[src/rtl/dp_axil_csr.sv]
// dp_axil_csr: AXI-Lite CSR file holding Data Plane control fields, status readback and a W1C interrupt.
module dp_axil_csr #(
    parameter int ADDR_WIDTH = 32,
    parameter int DATA_WIDTH = 32
) (
    input  logic                  clk,
    input  logic                  reset,
    input  logic                  awvalid,
    output logic                  awready,
    input  logic [ADDR_WIDTH-1:0] awaddr,
    input  logic                  wvalid,
    output logic                  wready,
    input  logic [DATA_WIDTH-1:0] wdata,
    input  logic [3:0]            wstrb,
    output logic                  bvalid,
    input  logic                  bready,
    output logic [1:0]            bresp,
    input  logic                  arvalid,
    output logic                  arready,
    input  logic [ADDR_WIDTH-1:0] araddr,
    output logic                  rvalid,
    input  logic                  rready,
    output logic [DATA_WIDTH-1:0] rdata,
    output logic [1:0]            rresp,
    input  logic [15:0]           status_in,
    input  logic                  event_in,
    output logic                  ctrl_enable,
    output logic [3:0]            ctrl_mode,
    output logic                  irq
);
    typedef enum logic [1:0] {W_IDLE, W_GOT_AW, W_GOT_W, W_RESP} w_state_t;
    typedef enum logic {R_IDLE, R_DATA} r_state_t;

    w_state_t w_state, w_next;
    r_state_t r_state, r_next;
    logic [2:0] aw_q, waddr;
    logic [DATA_WIDTH-1:0] wd_q, wd, scratch, wr_count, rd_val;
    logic [3:0] ws_q, ws;
    logic aw_hs, w_hs, ar_hs, commit, wr_ok, rd_ok, irq_pend, irq_clr;
    logic unused_addr;

    assign aw_hs = awvalid & awready;
    assign w_hs = wvalid & wready;
    assign ar_hs = arvalid & arready;
    // Whichever half arrives in the commit cycle is taken live, the other from its holding register.
    assign waddr = aw_hs ? awaddr[4:2] : aw_q;
    assign wd = w_hs ? wdata : wd_q;
    assign ws = w_hs ? wstrb : ws_q;
    assign commit = (w_next == W_RESP) && (w_state != W_RESP);
    assign wr_ok = (waddr == 3'd0) || (waddr == 3'd2) || (waddr == 3'd4);
    assign irq_clr = commit && (waddr == 3'd4) && wd[0];
    assign irq = irq_pend;
    assign unused_addr = ^{awaddr[ADDR_WIDTH-1:5], awaddr[1:0], araddr[ADDR_WIDTH-1:5], araddr[1:0]};

    always_ff @(posedge clk or posedge reset) begin
        if (reset) begin
            w_state <= W_IDLE;
            r_state <= R_IDLE;
        end else begin
            w_state <= w_next;
            r_state <= r_next;
        end
    end

    always_comb begin
        w_next = w_state;
        awready = 1'b0;
        wready = 1'b0;
        bvalid = 1'b0;
        case (w_state)
            W_IDLE: begin
                awready = 1'b1;
                wready = 1'b1;
                w_next = (awvalid && wvalid) ? W_RESP : awvalid ? W_GOT_AW : wvalid ? W_GOT_W : W_IDLE;
            end
            W_GOT_AW: begin
                wready = 1'b1;
                w_next = wvalid ? W_RESP : W_GOT_AW;
            end
            W_GOT_W: begin
                awready = 1'b1;
                w_next = awvalid ? W_RESP : W_GOT_W;
            end
            default: begin
                bvalid = 1'b1;
                w_next = bready ? W_IDLE : W_RESP;
            end
        endcase
    end

    always_comb begin
        arready = (r_state == R_IDLE);
        rvalid = (r_state == R_DATA);
        r_next = (r_state == R_IDLE) ? (arvalid ? R_DATA : R_IDLE) : (rready ? R_IDLE : R_DATA);
    end

    always_comb begin
        rd_ok = 1'b1;
        rd_val = '0;
        case (araddr[4:2])
            3'd0: rd_val = {24'h0, ctrl_mode, 3'b000, ctrl_enable};
            3'd1: rd_val = {16'h0, status_in};
            3'd2: rd_val = scratch;
            3'd3: rd_val = wr_count;
            3'd4: rd_val = {31'h0, irq_pend};
            default: rd_ok = 1'b0;
        endcase
    end

    always_ff @(posedge clk or posedge reset) begin
        if (reset) begin
            aw_q <= '0;
            wd_q <= '0;
            ws_q <= '0;
            bresp <= 2'b00;
            wr_count <= '0;
            ctrl_enable <= 1'b0;
            ctrl_mode <= '0;
            scratch <= '0;
            irq_pend <= 1'b0;
        end else begin
            if (aw_hs)
                aw_q <= awaddr[4:2];
            if (w_hs) begin
                wd_q <= wdata;
                ws_q <= wstrb;
            end
            if (commit) begin
                bresp <= wr_ok ? 2'b00 : 2'b10;
                if (wr_ok)
                    wr_count <= wr_count + 1;
            end
            if (commit && waddr == 3'd0 && ws[0]) begin
                ctrl_enable <= wd[0];
                ctrl_mode <= wd[7:4];
            end
            if (commit && waddr == 3'd2)
                for (int i = 0; i < 4; i++)
                    if (ws[i])
                        scratch[8*i +: 8] <= wd[8*i +: 8];
            // A new event outranks a simultaneous W1C clear.
            irq_pend <= event_in | (irq_pend & ~irq_clr);
        end
    end

    always_ff @(posedge clk or posedge reset) begin
        if (reset) begin
            rdata <= '0;
            rresp <= 2'b00;
        end else if (ar_hs) begin
            rdata <= rd_val;
            rresp <= rd_ok ? 2'b00 : 2'b10;
        end
    end
endmodule

[config.mk]
export PLATFORM = sky130hd
export DESIGN_NAME = dp_axil_csr
export DESIGN_NICKNAME = d
export VERILOG_FILES = /design/src/rtl/dp_axil_csr.sv
export SDC_FILE = /design/constraint.sdc
export NUM_CORES = 1
export LEC_CHECK = 0
export BUFFER_PORTS_ARGS = -buffer_cell sky130_fd_sc_hd__buf_2
export CORE_ASPECT_RATIO = 1.75
export CORE_UTILIZATION = 40
export DETAILED_ROUTE_END_ITERATION = 6
export PLACE_DENSITY = 0.69
export RECOVER_POWER = 50
export SYNTH_ARGS = -nofsm -noshare
export SYNTH_HDL_FRONTEND = slang
export SYNTH_SLANG_ARGS = --single-unit
[constraint.sdc]
create_clock -name clk -period 4.65 [get_ports clk]
set_input_delay 0.2325 -clock clk [delete_from_list [all_inputs] [get_ports clk]]
set_output_delay 0.2325 -clock clk [all_outputs]
set_load 0.02 [all_outputs]
==> results of run 1 <==
cells by family after synthesis:
logic type | Yosys count
DFF | 146
and+or+nand+nor | 113
muxes | 109
AOI/OAI and AO/OA | 54
buffers and inverters | 38
xor gates and xnor gates | 31
adders and majority gates | 1
other | 1
path summary, 6_finish.rpt:
check,from,to,slack [ns],depth (start not counted)
setup reg to reg,w_state[0],scratch[19],2.06,5
max in group clk,w_state[0],scratch[19],2.06,5
hold reg to reg,wr_count[31],wr_count[31],0.48,1
setup / recovery,reset,rdata[1],1.78,3
min in group clk,wdata[19],wd_q[19],0.06,2
hold / removal,reset,wd_q[31],0.02,2
worst max-delay path, stage by stage:
cell and delay (ns):
clkbuf_1 0.11, inv_6 0.62, clkbuf_1 1.85
through the flow:
step                worst slack [ns]  cells
global placement               2.155    766
global route                   1.161    801
floorplan                     0.4945    494
detailed placement             2.110    766
CTS                            2.066    801
finish                         1.781    802
cell type report:
class                           instances  area (µm²)
Multi-Input combinational cell        310        2505
Clock buffer                           17       425.4
Sequential cell                       146        3654
Antenna cell                            1       2.502
Timing Repair Buffer                  117       550.5
Tap cell                              186       232.7
Clock inverter                         15       195.2
Inverter                               10       42.54
Fill cell                            1412        7858
what timing repair did:
| action | in CTS | in global routing |
|---|---|---|
| buffers inserted | 0 | 0 |
| hold endpoints to repair | 4 | 0 |
| hold buffers | 3 | 0 |
power groups by stage:
stage | sequential [mW] | clock (mW) | combinational [mW]
5_1_grt | 1.86 | 1.52 | 1.04
2_1_floorplan | 1.86 | 0 | 0.676
3_5_place_dp | 1.84 | 0 | 0.975
3_3_place_gp | 1.81 | 0 | 0.943
4_1_cts | 1.82 | 1.47 | 0.980
6_report | 1.82 | 1.43 | 0.942
sequential cells by signal (all words and copies together) (netlist names), 2 cells and up:
signal	flops
ctrl_mode	4
w_state	2
aw_q	3
ws_q	4
scratch	32
wd_q	32
rdata	32
wr_count	32
placed cells by master, fill, tap and decap left out, types with 3 or more instances in the layout:
cell and count:
dfrtp_1 146, mux2_2 85, buf_2 65, clkbuf_1 46, nand2_1 39, o21ai_0 29, xnor2_1 29, mux2i_1 18
nand3_1 17, clkbuf_16 17, nand4_1 13, a22oi_1 11, nor2_1 10, inv_1 9, and3_1 7, inv_6 7
nor2b_1 6, a22o_1 5, mux4_2 5, clkinvlp_4 4, and2_1 3, and4_1 3, a21oi_1 3, bufinv_16 3
dlygate4sd3_1 3, buf_4 3
layer usage:
layer  vias up  GRT usage, %
met5         -             0
met4         0         8.248
met3        26         3.551
met2       102         31.66
met1      2108         20.36
li1       1961             -
==> impl_metrics.py, run 1 <==
metrics = {
    "status": {
        "status": "complete, but fails checks",
        "violations": "capacitance limit, slew limit",
    },
    "synthesis": {
        "yosysTopAreaCellShare_pct": 57.46,
        "yosys.cell_types.count": 45,
        "synthCells": 493,
        "yosys_register_bits": 146,
        "synth_top_area_cell": "dfrtp_1",
        "synthTopCellsByArea": "dfrtp_1 57%, mux2_2 15%, xnor2_1 4.0%",
        "synth-edff-count": 0,
        "syn_area_mm2": 0.006359,
        "synth-simple-area-share_pct": 9.504,
        "synth.most_common_cell": "dfrtp_1",
        "yosysSeqAreaShare_pct": 57.46,
        "synth_xor_xnor_area_share_pct": 4.270,
        "muxShareOfSynthArea_pct": 19.83,
        "synth_compound_area_share_pct": 5.549,
        "synth_top_family_by_area": "multiplexers",
        "synth.top_cells.by_count": "146 x dfrtp_1, 86 x mux2_2, 39 x nand2_1, 29 x o21ai_0, 29 x xnor2_1",
        "yosysWarningCount": 0,
        "synthArstFlopShare_pct": 100.0,
        "synthAdderAreaFrac_pct": 0.1968,
        "avgSynthCellArea_um2": 12.90,
        "synthFlopType": "dfrtp_1",
    },
    "timing": {
        "rsz0062_at_grt": "false",
        "clock_skew_ns": 0.008101,
        "max_freq_ghz": 0.3486,
        "setup_tns_ns": 0,
        "relSlewSlack_pct": -66.39,
        "tightest_slew_ns": 2.496,
        "fin_crit_ns": 2.869,
        "min_period_over_period_pct": 61.69,
        "setup_viol": 0,
        "slew_viol_final": 49,
        "worst_hold_slack_ns": 0.02011,
        "hold_viol_final": 0,
    },
    "global_route": {
        "antenna_found_initial": 1,
        "grt_pass1_vias": 4532,
        "grt_start_max_net_pins": 100,
        "grt_pass1_wl_um": 22950,
        "grt_overflow": 0,
        "track_usage_pct": 17.75,
    },
    "pwr": {
        "p_seq_share_pct": 43.3,
        "p_comb_share_pct": 22.5,
        "p_per_area_mw_per_mm2": 551.1,
        "sw_frac_of_total_pct": 29.54,
        "finalPower_mw": 4.192,
        "internal_power_mw": 2.954,
        "clockPowerShare_pct": 34.2,
        "net-switching-power_mw": 1.238,
        "ir_drop_mv": 0.3101,
        "p_leak_nw": 3.442,
    },
    "setup_path": {
        "cp_data_required_time_ns": 4.64,
        "cp.arrival_ns": 2.86,
        "crit_type": "in2async",
        "end_kind": "asynchronous set/reset pin",
        "crit_fanout": 99,
        "cp-start-kind": "input pin",
    },
    "placement": {
        "finalWeightedCongestion": 0.8100,
        "dp_hpwl_um": 9725,
        "place_area_mm2": 0.007022,
        "io_buffers": 110,
    },
    "die": {
        "fp.dieArea_mm2": 0.01643,
        "core.rowCount": 60,
        "start_util_pct": 41.12,
        "fp.dieW_um": 97.31,
        "core_area_mm2": 0.01546,
        "ioPinCount": 171,
        "die_y_um": 168.8,
    },
    "routing": {
        "ant_nets": 0,
        "wl_per_cell_um": 17.12,
        "top_layer_used": "met4",
        "via_per_inst": 5.233,
        "drcViolationCount": 0,
        "vias": 4197,
        "first_iter_violations": 197,
        "drt_wl_total_um": 13730,
        "met1_length_um": 5401,
        "first_pass_iters": 5,
        "routed-wl-met2_um": 7506,
        "routed-wl-met3_um": 452,
    },
    "flow_run": {
        "cap_violations": 1,
    },
    "clock_tree": {
        "clk_path_buf_depth": 2,
        "clock-sinks": 146,
        "cts-resized-gates": 0,
        "path_clk_slew_ns": 0.06,
        "cts_buffers": 17,
        "insertion_delay_ns": 0.42,
        "cts.root.buffer_cell": "clkbuf_16",
        "cts_tree": "yes",
        "cts_htree_levels": 4,
    },
    "finish": {
        "fin_util_pct": 49.19,
        "finalInstanceArea_mm2": 0.007607,
        "nets": 727,
        "area_growth_pct": 19.64,
        "drive_gt1_share_pct": 32.03,
    },
    "worst_hold_path": {
        "worstHoldPathType": "in2async",
    },
}
Power figures use the tool's default switching activity.
==> run 2, diff against run 1 <==
Settings changed: ABC_AREA set to 1, PLACE_DENSITY 0.69 to 0.7.
Clock period 4.65 ns to 2.6 ns, I/O delays scaled along.
==> run 2 against run 1 <==
  * The run now ends clean
  * Combinational power grew 130%
  * Clock power up 74%
  * Worst setup slack got worse by 1.2 ns
  * Sequential cell count unchanged
  * Clock-buffer cell count rose by 1
  * Register-to-register slack lost 1.4 ns
  * Non-clock buffer count up 40
  * Global-route usage up 3.7 points
  * Wire length up 32%
==> impl_metrics.py, run 2 <==
metrics = {
    "synthesis": {
        "yosysSeqAreaShare_pct": 52.47,
        "avgSynthCellArea_um2": 7.958,
        "yosys_register_bits": 146,
        "yosys.cell_types.count": 32,
        "synthFlopType": "dfrtp_1",
        "yosysTopAreaCellShare_pct": 52.47,
        "synthArstFlopShare_pct": 100.0,
        "synth.top_cells.by_count": "407 x nand2_1, 146 x dfrtp_1, 64 x nand3_1, 57 x nor2_1, 51 x inv_1",
        "yosysWarningCount": 0,
        "synthTopCellsByArea": "dfrtp_1 52%, nand2_1 22%, mux2_2 5.0%",
        "synth-edff-count": 0,
        "synthCells": 875,
        "syn_area_mm2": 0.006963,
        "synth_top_area_cell": "dfrtp_1",
        "synth.most_common_cell": "nand2_1",
    },
    "setup_path": {
        "path_common_cell": "nand2_1",
        "crit_buf_inv": 2,
        "cp-start-kind": "flip-flop",
        "cp.arrival_ns": 2.30,
        "cp_slowest_stage_delay_ns": 0.40,
        "crit_fanout": 20,
        "cp_data_required_time_ns": 2.91,
        "end_kind": "flip-flop",
        "path_cells": "inv_1 > nand2_1 > nand2_1 > nand2_2 > inv_2 > nand2_1 > nor2_4 > nand2_1 > nand2_1 > nand2_1",
        "critPathTopFamily": "simple AND/OR/NAND/NOR gates",
        "crit_type": "reg2reg",
        "slowest_stage": "dfrtp_1",
    },
    "finish": {
        "fin_util_pct": 51.02,
        "drive_gt1_share_pct": 15.59,
        "nets": 1151,
        "layout_common_cells": "409 x nand2_1, 146 x dfrtp_1, 69 x buf_2, 64 x nand3_1, 56 x nor2_1",
        "fillers": 1614,
        "seq_area_mm2": 0.003654,
        "multi_input_area_mm2": 0.002937,
        "area_growth_pct": 24.17,
        "layout_commonest_cell": "nand2_1",
        "instances_no_fill": 1267,
    },
    "clock_tree": {
        "cts_tree": "yes",
        "insertion_delay_ns": 0.42,
        "clock-sinks": 146,
        "cts_setup_buffers": 0,
        "cts.root.buffer_cell": "clkbuf_16",
        "cts_htree_levels": 4,
        "clk_path_buf_depth": 2,
        "path_clk_slew_ns": 0.07,
        "cts-resized-gates": 0,
        "cts_buffers": 17,
    },
    "flow_run": {
        "cap_violations": 0,
    },
    "pwr": {
        "p_leak_nw": 4.245,
        "ir_drop_mv": 0.7120,
        "p_per_area_mw_per_mm2": 919.8,
        "finalPower_mw": 7.952,
    },
    "global_route": {
        "grt_overflow": 0,
        "grt_start_max_net_pins": 56,
        "track_usage_pct": 21.40,
        "grt_pass1_vias": 6095,
        "grt_pass1_wl_um": 29430,
        "antenna_found_initial": 1,
    },
    "routing": {
        "wl_per_cell_um": 14.26,
        "vias": 6257,
        "first_iter_violations": 343,
        "first_pass_iters": 5,
        "via_per_inst": 4.938,
        "drt_wl_total_um": 18070,
        "drcViolationCount": 0,
        "ant_nets": 0,
    },
    "timing": {
        "rsz0062_at_grt": "false",
        "fin_crit_ns": 1.986,
        "slew_viol_final": 0,
        "setup_tns_ns": 0,
        "tightest_slew_ns": 1.294,
        "max_freq_ghz": 0.5034,
        "min_period_over_period_pct": 76.40,
        "clock_skew_ns": 0.006873,
        "relSlewSlack_pct": 13.29,
        "hold_viol_final": 0,
        "setup_viol": 0,
        "worst_hold_slack_ns": 0.009185,
    },
    "die": {
        "ioPinCount": 171,
        "die_y_um": 176.5,
        "fp.dieW_um": 101.7,
        "start_util_pct": 41.09,
        "core_area_mm2": 0.01695,
        "fp.dieArea_mm2": 0.01796,
        "core.rowCount": 63,
    },
    "placement": {
        "dp_cells": 1197,
        "finalWeightedCongestion": 0.8965,
        "io_buffers": 110,
        "dp_hpwl_um": 12780,
    },
    "worst_hold_path": {
        "worstHoldPathType": "in2reg",
    },
    "status": {
        "status": "finished clean",
    },
}
## run 2: changes by cell type after synthesis, moves of 29 or more
| cell | before | now |
|---|---|---|
| inv_1 | 10 | 51 |
| mux2_2 | 86 | 31 |
| nand2_1 | 39 | 407 |
| nand3_1 | 17 | 64 |
| nor2_1 | 10 | 57 |
| xnor2_1 | 29 | 0 |
## run 2: final timing paths
kind	slack (ns)	cells after the start	to	start
worst min register to register	0.47	2	rdata[17]	rdata[17]
min in group asynchronous	0.52	3	rdata[7]	reset
worst min-delay path	0.009	3	ws_q[0]	wstrb[0]
worst max-delay path	0.61	10	scratch[7]	w_state[0]
max in group asynchronous	0.70	4	scratch[30]	reset
worst max register to register	0.61	10	scratch[7]	w_state[0]
## run 2: per-layer routing
metal | track usage (%) | wire [µm]
met1 | 25.14 | 7356
met2 | 37.13 | 9322
met3 | 3.642 | 754
met4 | 10.39 | 638
met5 | 0 | 0
## run 2: final cells by class
type | instances | share of cell area (%)
antenna | 1 | 0.02894
clock buffer | 18 | 4.964
clock inverter | 14 | 1.954
inverter | 56 | 2.475
multi-input combinational | 648 | 33.97
sequential | 146 | 42.26
tap | 227 | 3.285
timing repair buffer | 157 | 11.07
## run 2: kinds of logic after synthesis
group | synth area share (%)
AO/OA/AOI/OAI | 4.546
XOR/XNOR | 0.5031
adder cells (fa/ha/maj) | 0.1797
buffers and inverters | 5.373
flip-flops | 52.47
multiplexers | 5.013
other | 0.05386
AND/OR/NAND/NOR | 31.86
## run 2: worst register-to-register path, delay by kind of cell, from the launching register on
kind | cells | cell delay [ns]
buffers and inverters | 2 | 0.18
AND/OR/NAND/NOR | 8 | 1.30
flip-flops | 1 | 0.40
## run 2: per-stage QoR
stage,cell area (µm²),setup WS [ns]
global route,8646,0.3695
detailed placement,7746,0.6617
finish,8646,0.6136
CTS,8715,0.6273
floorplan,6970,0.6370
global placement,7746,0.7078
## run 2: power breakdown
group          internal (mW)  switching [mW]  leakage [nW]
Combinational          0.731            1.41          2.08
Clock                   1.45            1.05         0.296
Sequential              2.97           0.350          1.87
Total                   5.14            2.81          4.24
## run 2: repair_timing
item	in CTS	in global routing
setup endpoints to repair	0	0
hold buffers	37	0
hold endpoints to repair	61	0
